<file path="src/rtl/plic_pkg.sv">
// Shared PLIC types and helpers: claim-controller FSM states and the
// source-ID to one-hot decode also used by the gateway block.
package plic_pkg;

  localparam int MAX_SOURCES = 32;

  typedef enum logic {
    SCAN    = 1'b0,
    PUBLISH = 1'b1
  } plic_state_t;

  // ID 0 and IDs beyond MAX_SOURCES decode to all-zero.
  function automatic logic [MAX_SOURCES-1:0] id_to_onehot(input logic [7:0] id);
    logic [MAX_SOURCES-1:0] oh;
    oh = '0;
    for (int n = 1; n <= MAX_SOURCES; n++) begin
      if (id == 8'(n)) oh[n-1] = 1'b1;
    end
    return oh;
  endfunction

endpackage

</file>
<file path="src/rtl/plic_scan_cmp.sv">
// Candidate qualify/compare for the source currently addressed by the scan
// index: pending, enabled and strictly above the best priority seen so far.
module plic_scan_cmp #(
  parameter int SOURCES       = 8,
  parameter int SOURCES_BITS  = 4,
  parameter int PRIORITY_BITS = 3
) (
  input  logic [SOURCES-1:0]               ip_i,
  input  logic [SOURCES-1:0]               ie_i,
  input  logic [SOURCES*PRIORITY_BITS-1:0] priority_i,
  input  logic [SOURCES_BITS-1:0]          idx,
  input  logic [PRIORITY_BITS-1:0]         best_pri,
  output logic                             cand,
  output logic [PRIORITY_BITS-1:0]         cand_pri
);

  logic pend;

  always_comb begin
    pend     = 1'b0;
    cand_pri = '0;
    for (int n = 0; n < SOURCES; n++) begin
      if (idx == SOURCES_BITS'(n + 1)) begin
        pend     = ip_i[n] & ie_i[n];
        cand_pri = priority_i[n*PRIORITY_BITS +: PRIORITY_BITS];
      end
    end
  end

  // Strict compare: ties keep the lower ID, priority 0 never beats best_pri=0.
  assign cand = pend && (cand_pri > best_pri);

endmodule

</file>
<file path="src/rtl/plic_claim_ctrl.sv">
// Per-target PLIC claim/complete controller: scans one source per clock,
// publishes the winner as EIP/ID, and answers claim/complete accesses.
module plic_claim_ctrl
  import plic_pkg::*;
#(
  parameter int SOURCES       = 8,
  parameter int PRIORITIES    = 7,
  parameter int SOURCES_BITS  = $clog2(SOURCES + 1),
  parameter int PRIORITY_BITS = $clog2(PRIORITIES)
) (
  input  logic                             rst_n,
  input  logic                             clk,
  input  logic [SOURCES-1:0]               ip_i,
  input  logic [SOURCES-1:0]               ie_i,
  input  logic [SOURCES*PRIORITY_BITS-1:0] priority_i,
  input  logic [PRIORITY_BITS-1:0]         threshold_i,
  input  logic                             claim_i,
  input  logic                             complete_i,
  input  logic [SOURCES_BITS-1:0]          complete_id_i,
  output logic                             ireq_o,
  output logic [SOURCES_BITS-1:0]          id_o,
  output logic [SOURCES-1:0]               claim_o,
  output logic [SOURCES-1:0]               complete_o,
  output logic                             state_o,
  output logic [PRIORITY_BITS-1:0]         cur_pri_o
);

  // claim_i/complete_i are single-cycle strobes with no back-pressure: each
  // sampled strobe is always accepted and answered on the following cycle.

  plic_state_t              state, state_d;
  logic [SOURCES_BITS-1:0]  idx, idx_d;
  logic [SOURCES_BITS-1:0]  best_id, best_id_d, cur_id, cur_id_d, id_d;
  logic [PRIORITY_BITS-1:0] best_pri, best_pri_d, cur_pri, cur_pri_d;
  logic                     ireq_d;
  logic [SOURCES-1:0]       claim_d, complete_d, claim_dec, cmp_dec;
  logic                     cand;
  logic [PRIORITY_BITS-1:0] cand_pri;

  plic_scan_cmp #(
    .SOURCES      (SOURCES),
    .SOURCES_BITS (SOURCES_BITS),
    .PRIORITY_BITS(PRIORITY_BITS)
  ) u_scan_cmp (
    .ip_i      (ip_i),
    .ie_i      (ie_i),
    .priority_i(priority_i),
    .idx       (idx),
    .best_pri  (best_pri),
    .cand      (cand),
    .cand_pri  (cand_pri)
  );

  assign claim_dec = SOURCES'(id_to_onehot(8'(cur_id)));
  assign cmp_dec   = SOURCES'(id_to_onehot(8'(complete_id_i)));

  always_comb begin
    state_d    = state;
    idx_d      = idx;
    best_id_d  = best_id;
    best_pri_d = best_pri;
    cur_id_d   = cur_id;
    cur_pri_d  = cur_pri;
    ireq_d     = ireq_o;
    id_d       = id_o;
    claim_d    = '0;
    complete_d = '0;

    case (state)
      SCAN: begin
        if (cand) begin
          best_id_d  = idx;
          best_pri_d = cand_pri;
        end
        if (idx == SOURCES_BITS'(SOURCES)) state_d = PUBLISH;
        else                               idx_d   = idx + SOURCES_BITS'(1);
      end
      PUBLISH: begin
        cur_id_d   = best_id;
        cur_pri_d  = best_pri;
        ireq_d     = (best_pri > threshold_i);
        best_id_d  = '0;
        best_pri_d = '0;
        idx_d      = SOURCES_BITS'(1);
        state_d    = SCAN;
      end
      default: state_d = SCAN;
    endcase

    // A claim overrides a coincident publish and restarts the sweep.
    if (claim_i) begin
      id_d       = cur_id;
      claim_d    = claim_dec;
      cur_id_d   = '0;
      cur_pri_d  = '0;
      ireq_d     = 1'b0;
      best_id_d  = '0;
      best_pri_d = '0;
      idx_d      = SOURCES_BITS'(1);
      state_d    = SCAN;
    end

    // Out-of-range IDs decode to zero, so only enabled valid IDs re-arm.
    if (complete_i) complete_d = cmp_dec & ie_i;
  end

  always_ff @(posedge clk or negedge rst_n) begin
    if (!rst_n) begin
      state      <= SCAN;
      idx        <= SOURCES_BITS'(1);
      best_id    <= '0;
      best_pri   <= '0;
      cur_id     <= '0;
      cur_pri    <= '0;
      ireq_o     <= 1'b0;
      id_o       <= '0;
      claim_o    <= '0;
      complete_o <= '0;
    end else begin
      state      <= state_d;
      idx        <= idx_d;
      best_id    <= best_id_d;
      best_pri   <= best_pri_d;
      cur_id     <= cur_id_d;
      cur_pri    <= cur_pri_d;
      ireq_o     <= ireq_d;
      id_o       <= id_d;
      claim_o    <= claim_d;
      complete_o <= complete_d;
    end
  end

  assign state_o   = (state == PUBLISH);
  assign cur_pri_o = cur_pri;

endmodule

</file>
<file path="config.mk">
export PLATFORM = sky130hd
export DESIGN_NAME = plic_claim_ctrl
export DESIGN_NICKNAME = d
export VERILOG_FILES = /design/src/rtl/plic_pkg.sv /design/src/rtl/plic_scan_cmp.sv /design/src/rtl/plic_claim_ctrl.sv
export SDC_FILE = /design/constraint.sdc
export NUM_CORES = 1
export LEC_CHECK = 0
export CORE_MARGIN = 4
export CORE_UTILIZATION = 45
export DETAILED_ROUTE_END_ITERATION = 6
export PLACE_DENSITY = 0.8
export SLEW_MARGIN = 25
export SYNTH_ARGS = -nofsm -noshare
export SYNTH_HDL_FRONTEND = slang
export SYNTH_HIERARCHICAL = 1
export SYNTH_SLANG_ARGS = --single-unit
</file>
<file path="constraint.sdc">
create_clock -name clk -period 2.9 [get_ports clk]
set_input_delay 0.58 -clock clk [delete_from_list [all_inputs] [get_ports clk]]
set_output_delay 0.58 -clock clk [all_outputs]
set_load 0.01 [all_outputs]
</file>
# After elaboration in Yosys (flattened, before gate mapping)
# Cells that the tools add are included.
# word_totals
output_inout_bits	25
word_cells	103
input_bits	51
register_bits	40
# op_classes
n_eq_ne	26
mux	52
n_bitwise	10
addsub	1
n_lt_le_gt_ge	2
reduce_logical	2
# op_table
operator	n
$eq 4x3->1 const B	12
$mux 3	12
$mux 1	28
$eq 4x2->1 const B	6
$mux 4	6
$mux 8	2
$pmux 4 s2	2
$eq 4x1->1 const B	3
$eq 4x4->1 const B	3
$and 1x1->1	8
$and 8x8->8	1
$gt 3x3->1	2
$ne 3x3->1 const B	2
$pmux 3 s2	1
$add 4x1->4 const B	1
$pmux 1 s2	1
$reduce_bool 2->1	1
$logic_and 1x1->1	1
$not 1->1	1

# Depth between registers and ports, before layout
# Gate-level depths: netlist of run 1.
# depth
depth_word	14
ltp_mapped	14
depth_no_buf	11

# Cells and area by module
# Netlist of run 1, hierarchy kept.
# by_module_without_submodules
module	cells_each	instances	area_each_um2
plic_claim_ctrl	137	1	1655.3
plic_scan_cmp	65	1	498.0

# Worst setup path after synthesis of run 1
# No wires, ideal clock.
# synth_path
path_kind	register -> register
startpoint	register idx[0]
endpoint	register best_id[3]
setup_time_ns	0.121
arrival_ns	2.540
path_slack_ns	0.239
stages_incl_launch_ff	12
t_required_ns	2.779
period_less_slack_ns	2.661
cell_sequence	dfstp_2 buf_6 mux4_1 inv_1 o22ai_1 ha_1 o21a_1 o21ai_0 a31oi_1 buf_1 mux2i_1 nor2_1
# synth_between
elab_chain_len	12
word_cells_on_any_way	27
# synth_lines
item	line	rtl
start: declaration	plic_claim_ctrl.sv:32	logic [SOURCES_BITS-1:0] idx, idx_d;
start signal: assignment	plic_claim_ctrl.sv:121	idx <= idx_d;
$eq 4x1->1	plic_scan_cmp.sv:23	if (idx == SOURCES_BITS'(n + 1)) begin
$mux 3 (7 in a row)	plic_scan_cmp.sv:23	
$mux 3 (*)	plic_scan_cmp.sv:23	
named net cand_pri[2]	plic_claim_ctrl.sv:38	logic [PRIORITY_BITS-1:0] cand_pri;
$gt 3x3->1 (*)	plic_scan_cmp.sv:31	assign cand = pend && (cand_pri > best_pri);
$logic_and 1x1->1 (*)	plic_scan_cmp.sv:31	
named net cand	plic_claim_ctrl.sv:37	logic cand;
$ne 3x3->1 (no line) (*)	--	
end signal: assignment	plic_claim_ctrl.sv:122	best_id <= best_id_d;
end: declaration	plic_claim_ctrl.sv:33	logic [SOURCES_BITS-1:0] best_id, best_id_d, cur_id, cur_id_d, id_d;
# Mark *: on every way through the listed nets, which the timed path passes. The rest lies on a longest branch.
# A chain may end at the register's enable or synchronous reset.

# Final worst setup path of run 1
# layout_path
startpoint	input priority_i[8]
endpoint	register best_id[1]
# layout_between
elab_chain_len	9
# layout_lines
item	line	rtl
start: declaration	plic_claim_ctrl.sv:15	input logic [SOURCES*PRIORITY_BITS-1:0] priority_i,
$mux 3 (6 in a row)	plic_scan_cmp.sv:23	
named net cand_pri[2]	plic_claim_ctrl.sv:38	
$gt 3x3->1	plic_scan_cmp.sv:31	
$logic_and 1x1->1	plic_scan_cmp.sv:31	
named net cand	plic_claim_ctrl.sv:37	
$ne 3x3->1 (no line)	--	
# The timed path passes the listed nets, and every way through them passes these cells.

==> results of run 1 <==
[worst paths after layout]
| path | from | to | slack (ns) | cells after the start |
|---|---|---|---|---|
| max reg2reg | idx[1]$_DFFE_PN0P_ | best_id[1]$_DFFE_PN0P_ | 0.25 | 12 |
| min reg2reg | ireq_o$_DFFE_PN0P_ | ireq_o$_DFFE_PN0P_ | 0.51 | 2 |
| min in group clk | ireq_o$_DFFE_PN0P_ | ireq_o$_DFFE_PN0P_ | 0.51 | 2 |
| min | rst_n | id_o[0]$_DFFE_PN0P_ | 0.38 | 1 |
| max in group asynchronous | rst_n | complete_o[4]$_DFF_PN0_ | 1.99 | 1 |
| max | priority_i[8] | best_id[1]$_DFFE_PN0P_ | 0.20 | 11 |
[synth_stat cells (all sizes together) (6+ instances only)]
cell type	number	area share, %
nand2	8	1.4
ha	8	4.6
dfrtp	39	45
inv	11	1.9
buf	10	3.5
o21ai	9	2.1
nor2	24	4.2
nand3	6	1.4
nand3b	6	2.1
a21oi	8	2.0
mux2i	18	8.4
[cell usage in the layout, fill, tap and decap left out, types with 2 or more instances in the layout]
cell	instances
nor3b_1	3
and3_1	4
nand2b_1	2
nand3_1	6
buf_4	17
mux2i_1	18
inv_1	10
mux2_2	4
a21oi_1	7
nor2b_1	3
and4_1	2
clkdlybuf4s50_1	74
nor2_1	24
nor3_1	3
clkbuf_8	5
nand3b_1	6
o21a_1	2
nand2_1	8
o21ai_0	8
dfrtp_1	39
ha_1	8
and3b_1	3
[metal layers]
layer | GRT usage, % | share of wire, % | wire [um]
met1 | 21.2 | 42 | 2210
met2 | 31.2 | 53 | 2800
met3 | 3.51 | 2.7 | 143
met4 | 6.94 | 2.0 | 104
met5 | 0 | 0 | 0
[cell type report]
class	instances	area, um2
clock buffer	5	68.8
sequential	40	1000
inverter	11	41.3
fill	352	1340
tap	52	65.1
multi-input combinational	141	1050
timing repair buffer	93	893
clock inverter	3	46.3
[worst max-delay path, delay by kind of cell]
kind / cells / cell delay (ns)
AOI/OAI and AO/OA: 4 / 0.80
muxes: 3 / 0.58
buffers and inverters: 1 / 0.45
adders and majority gates: 1 / 0.29
and+or+nand+nor: 2 / 0.17
[timing repair]
action,4_1_cts,5_1_grt
gates resized for setup,2,2
hold buffers,0,0
setup endpoints to repair,7,7
[kinds of logic after synthesis]
family                     after synthesis  synth area share (%)
AOI/OAI and AO/OA                       31                  9.18
xor gates and xnor gates                 2                 0.814
adders and majority gates                8                  4.65
buffers and inverters                   21                  5.46
DFF                                     40                  46.5
muxes                                   23                  11.7
and+or+nand+nor                         77                  21.7
[metrics by stage]
step / util [%] / total power (uW) / TNS [ns] / cell area [um2]
after floorplan: - / 793 / 0 / 2150
after CTS: 70.3 / 1420 / 0 / 3170
after global placement: 67.4 / 939 / -2.90 / 3040
after detailed placement: 67.4 / 948 / -3.27 / 3040
after global routing: 70.4 / 1490 / 0 / 3170
final: 70.4 / 1420 / 0 / 3170
[where the power goes]
part / internal [uW] / switching, uW
clock: 259 / 200
combinational: 202 / 154
sequential: 575 / 26.3
[state kept, by name, indices dropped and copies added (netlist names)]
name	flops
cur_pri_o	3
complete_o	8
ireq_o	1
id_o	4
best_id	4
claim_o	8
state_o	1
idx	4
best_pri	3
cur_id	4
==> impl_metrics.json, run 1 <==
{
  "power.density_nw_per_um2": 447,
  "numCtsBuffers": 5,
  "stdcell_count": 345,
  "report.final.slew_viol_count": 0,
  "root_buffer": "clkbuf_8",
  "wl_um": 5260,
  "wire_per_inst_um": 15.3,
  "min_period_ns": 2.70,
  "synth_warnings": 6,
  "vdd_drop_max_mv": 0.359,
  "cts_buffer_depth": 2,
  "avgSynthCellArea_um2": 10.7,
  "die_x_um": 77.2,
  "final_antenna_net_count": 0,
  "grt_start_max_net_pins": 41,
  "hp-class": "in2async",
  "maxSlewHeadroom_pct": 44.6,
  "coreArea_um2": 4500,
  "async_flop_share_pct": 100,
  "crit_path_cell_trace": "clkdlybuf4s50_1 > mux2i_1 > mux2_2 > o32a_1 > o22ai_1 > ha_1 > nand3_1 > o21ai_2 > a31oi_4 > mux2i_1 > nor2_1",
  "synth_edf_count": 0,
  "drive_gt1_share_pct": 14.0,
  "clk_pin_slew_ns": 0.09,
  "portBuffers": 75,
  "ys_seq_area_share_pct": 46.5,
  "first_pass_iters": 4,
  "routed_via_density": 5.29,
  "maxCapViolCount": 0,
  "clk_latency_ns": 0.29,
  "start_kind": "primary input",
  "syn_area_um2": 2150,
  "drt_iter0_drc": 43,
  "arrival_ns": 2.88,
  "ys_ff_latch": 40,
  "cts_tree": "done",
  "initial_core_util_pct": 47.8,
  "slowest_stage": "clkdlybuf4s50_1",
  "antenna_found_initial": 0,
  "yosys_most_used_dff": "dfrtp_1",
  "vias": 1824,
  "overflow": 0,
  "hold_slack_ns": 0.379,
  "ctsHtreeMaxLevel": 2,
  "critPathCaptureType": "flip-flop",
  "dp_slack_ns": -0.482,
  "fmax_ghz": 0.370,
  "rows": 24,
  "crit_top_cell": "mux2i_1",
  "hpwlAfterDp_um": 4170,
  "setup_viol": 0,
  "required_ns": 3.07,
  "ioPinCount": 76,
  "grt_pass1_wl_um": 8420,
  "fin_nets": 351,
  "hold_viol_final": 0,
  "routabilityCongestion": 0.777,
  "leakagePower_uw": 0.00138,
  "setup_ws_ns": 0.198,
  "clkSinkCount": 40,
  "worstSetupPathType": "in2reg",
  "fp.dieH_um": 77.2,
  "grt_usage_pct": 17.8,
  "first_global_vias": 1766,
  "fin_skew_ns": 0.0110,
  "area_delta_synth_final_pct": 47.2,
  "syn_inst": 202,
  "dieArea_um2": 5960,
  "antennaDiodeCount": 0,
  "worstMarginPinSlew_ns": 0.831,
  "dp.cells": 337,
  "postCtsSetupRepairBufs": 0,
  "rsz0062_at_grt": "no",
  "cp_max_fo": 7,
  "yosysUniqueCellTypes": 53,
  "fin_crit_sh_pct": 93.2,
  "run_status": "completed",
  "synth_nets": 261,
  "route.detailed.drc": 0,
  "cp_slowest_stage_delay_ns": 0.45
}
Power figures use the tool's default switching activity.
==> run 2: changes to the inputs <==
- CELL_PAD_IN_SITES_DETAIL_PLACEMENT: default -> 1
- CELL_PAD_IN_SITES_GLOBAL_PLACEMENT: default -> 1
- CORE_UTILIZATION: 45 -> 34
- PLACE_DENSITY: 0.8 -> default
- PLACE_DENSITY_LB_ADDON: default -> 0.1
==> impl_metrics.json, run 2 (same netlist as run 1, synthesis figures left out) <==
{
  "drt_iter0_drc": 35,
  "overflow": 0,
  "cp_max_fo": 13,
  "rows": 28,
  "fin_crit_sh_pct": 93.8,
  "clk_latency_ns": 0.30,
  "min_period_ns": 2.72,
  "rsz0062_at_grt": "no",
  "final_antenna_net_count": 0,
  "maxUsedRoutingLayer": "met4",
  "hold_viol_final": 0,
  "grt_start_max_net_pins": 41,
  "root_buffer": "clkbuf_8",
  "hp-class": "in2async",
  "dieArea_um2": 7670,
  "mostFrequentLayoutCell": "clkdlybuf4s50_1",
  "antennaDiodeCount": 0,
  "dr_wl_met2_um": 3070,
  "tns_ns": 0,
  "hpwlAfterDp_um": 4510,
  "internal-power_uw": 1010,
  "p_sw_share_pct": 27.4,
  "numCtsBuffers": 5,
  "wl_um": 5790,
  "reg_top3": "claim_o: 8 flops, complete_o: 8 flops",
  "die_x_um": 87.6,
  "dp_slack_ns": -0.0919,
  "area_delta_synth_final_pct": 44.2,
  "route.detailed.drc": 0,
  "multi_input_area_um2": 1030,
  "ioPinCount": 76,
  "fin_skew_ns": 0.00489,
  "ctsHtreeMaxLevel": 2,
  "run_status": "completed",
  "worstSetupPathType": "reg2reg",
  "clkSinkCount": 40,
  "fin_nets": 342,
  "cts_tree": "done",
  "grt_usage_pct": 15.9,
  "postCtsSetupRepairBufs": 0,
  "first_pass_iters": 6,
  "routabilityCongestion": 0.679,
  "cts_resized": 0,
  "portBuffers": 75,
  "combPwrFrac_pct": 22.6,
  "fill_cells": 674,
  "clk_pin_slew_ns": 0.09,
  "vias": 1828,
  "fp.dieH_um": 87.6,
  "setup_viol": 0,
  "drive_gt1_share_pct": 11.3,
  "required_ns": 3.09,
  "report.final.slew_viol_count": 0,
  "p_clk_share_pct": 33.9,
  "start_kind": "flip-flop",
  "vdd_drop_max_mv": 0.242,
  "setup_ws_ns": 0.180,
  "maxSlewHeadroom_pct": 42.6,
  "wl_met3_um": 273,
  "first_global_vias": 1883,
  "arrival_ns": 2.91,
  "met1Wirelength_um": 2400,
  "ctsHoldBuffers": 0,
  "routed_via_density": 5.09,
  "leakagePower_uw": 0.00132,
  "antenna_found_initial": 0,
  "worstMarginPinSlew_ns": 0.860,
  "maxCapViolCount": 0,
  "critPathCaptureType": "flip-flop",
  "seqCellArea_um2": 1010,
  "switchingPower_uw": 382,
  "wire_per_inst_um": 16.1,
  "fmax_ghz": 0.368,
  "power.density_nw_per_um2": 450,
  "grt_pass1_wl_um": 9430,
  "coreArea_um2": 6030,
  "mostFrequentLayoutCells": "clkdlybuf4s50_1, dfrtp_1, nor2_1, mux2i_1, inv_1",
  "initial_core_util_pct": 35.7,
  "cts_buffer_depth": 2,
  "p_seq_share_pct": 43.5
}
## run 2: cell types whose count changed in the layout (fill, tap and decap cells not counted), sizes merged
cell / before / now
buf: 19 / 10
## run 2: power by group through the flow
stage	Clock, uW	Combinational (uW)	Sequential, uW
5_1_grt	513	352	613
2_1_floorplan	0	190	603
3_5_place_dp	0	316	619
6_report	474	315	608
3_3_place_gp	0	310	618
4_1_cts	493	318	608
## run 2: metal layers
metal	vias to the layer above	global-route usage, %
li1	876	-
met1	900	19.6
met2	46	28.4
met3	6	3.01
met4	0	4.18
met5	-	0
## run 2: critical path, stage by stage, from the launching register on
cell	delay [ns]
dfstp_4	0.72
mux4_1	0.57
inv_1	0.08
o22ai_1	0.09
ha_1	0.32
o21a_1	0.12
o21ai_0	0.08
a31oi_1	0.16
buf_4	0.20
mux2i_1	0.21
nor2_1	0.06
## run 2: final cells by class
cell class,instances,share of cell area (%)
Clock inverter,3,1.49
Clock buffer,5,2.22
Tap cell,75,3.02
Multi-Input combinational cell,141,33.3
Timing Repair Buffer,84,26.2
Inverter,11,1.33
Sequential cell,40,32.5
## run 2: final timing paths
check | startpoint | end | slack (ns) | cells after the start
max | idx[0]$_DFFE_PN1P_ | best_pri[2]$_DFFE_PN0P_ | 0.18 | 10
min | rst_n | claim_o[7]$_DFF_PN0_ | 0.39 | 1
max reg2reg | idx[0]$_DFFE_PN1P_ | best_pri[2]$_DFFE_PN0P_ | 0.18 | 10
min reg2reg | ireq_o$_DFFE_PN0P_ | ireq_o$_DFFE_PN0P_ | 0.50 | 2
max in group asynchronous | rst_n | idx[2]$_DFFE_PN0P_ | 1.92 | 1
min in group clk | ireq_o$_DFFE_PN0P_ | ireq_o$_DFFE_PN0P_ | 0.50 | 2
## run 2: through the flow
step                      util [%]  instance area [um2]  instances  power [uW]  hold slack [ns]
after floorplan                  -                 2150        202         793            0.284
after global placement        49.5                 2980        351         928            0.487
after detailed placement      49.5                 2980        351         935            0.495
after CTS                     51.4                 3100        359        1420            0.424
after global routing          51.5                 3110        359        1480            0.469
final                         51.5                 3110        359        1400            0.392
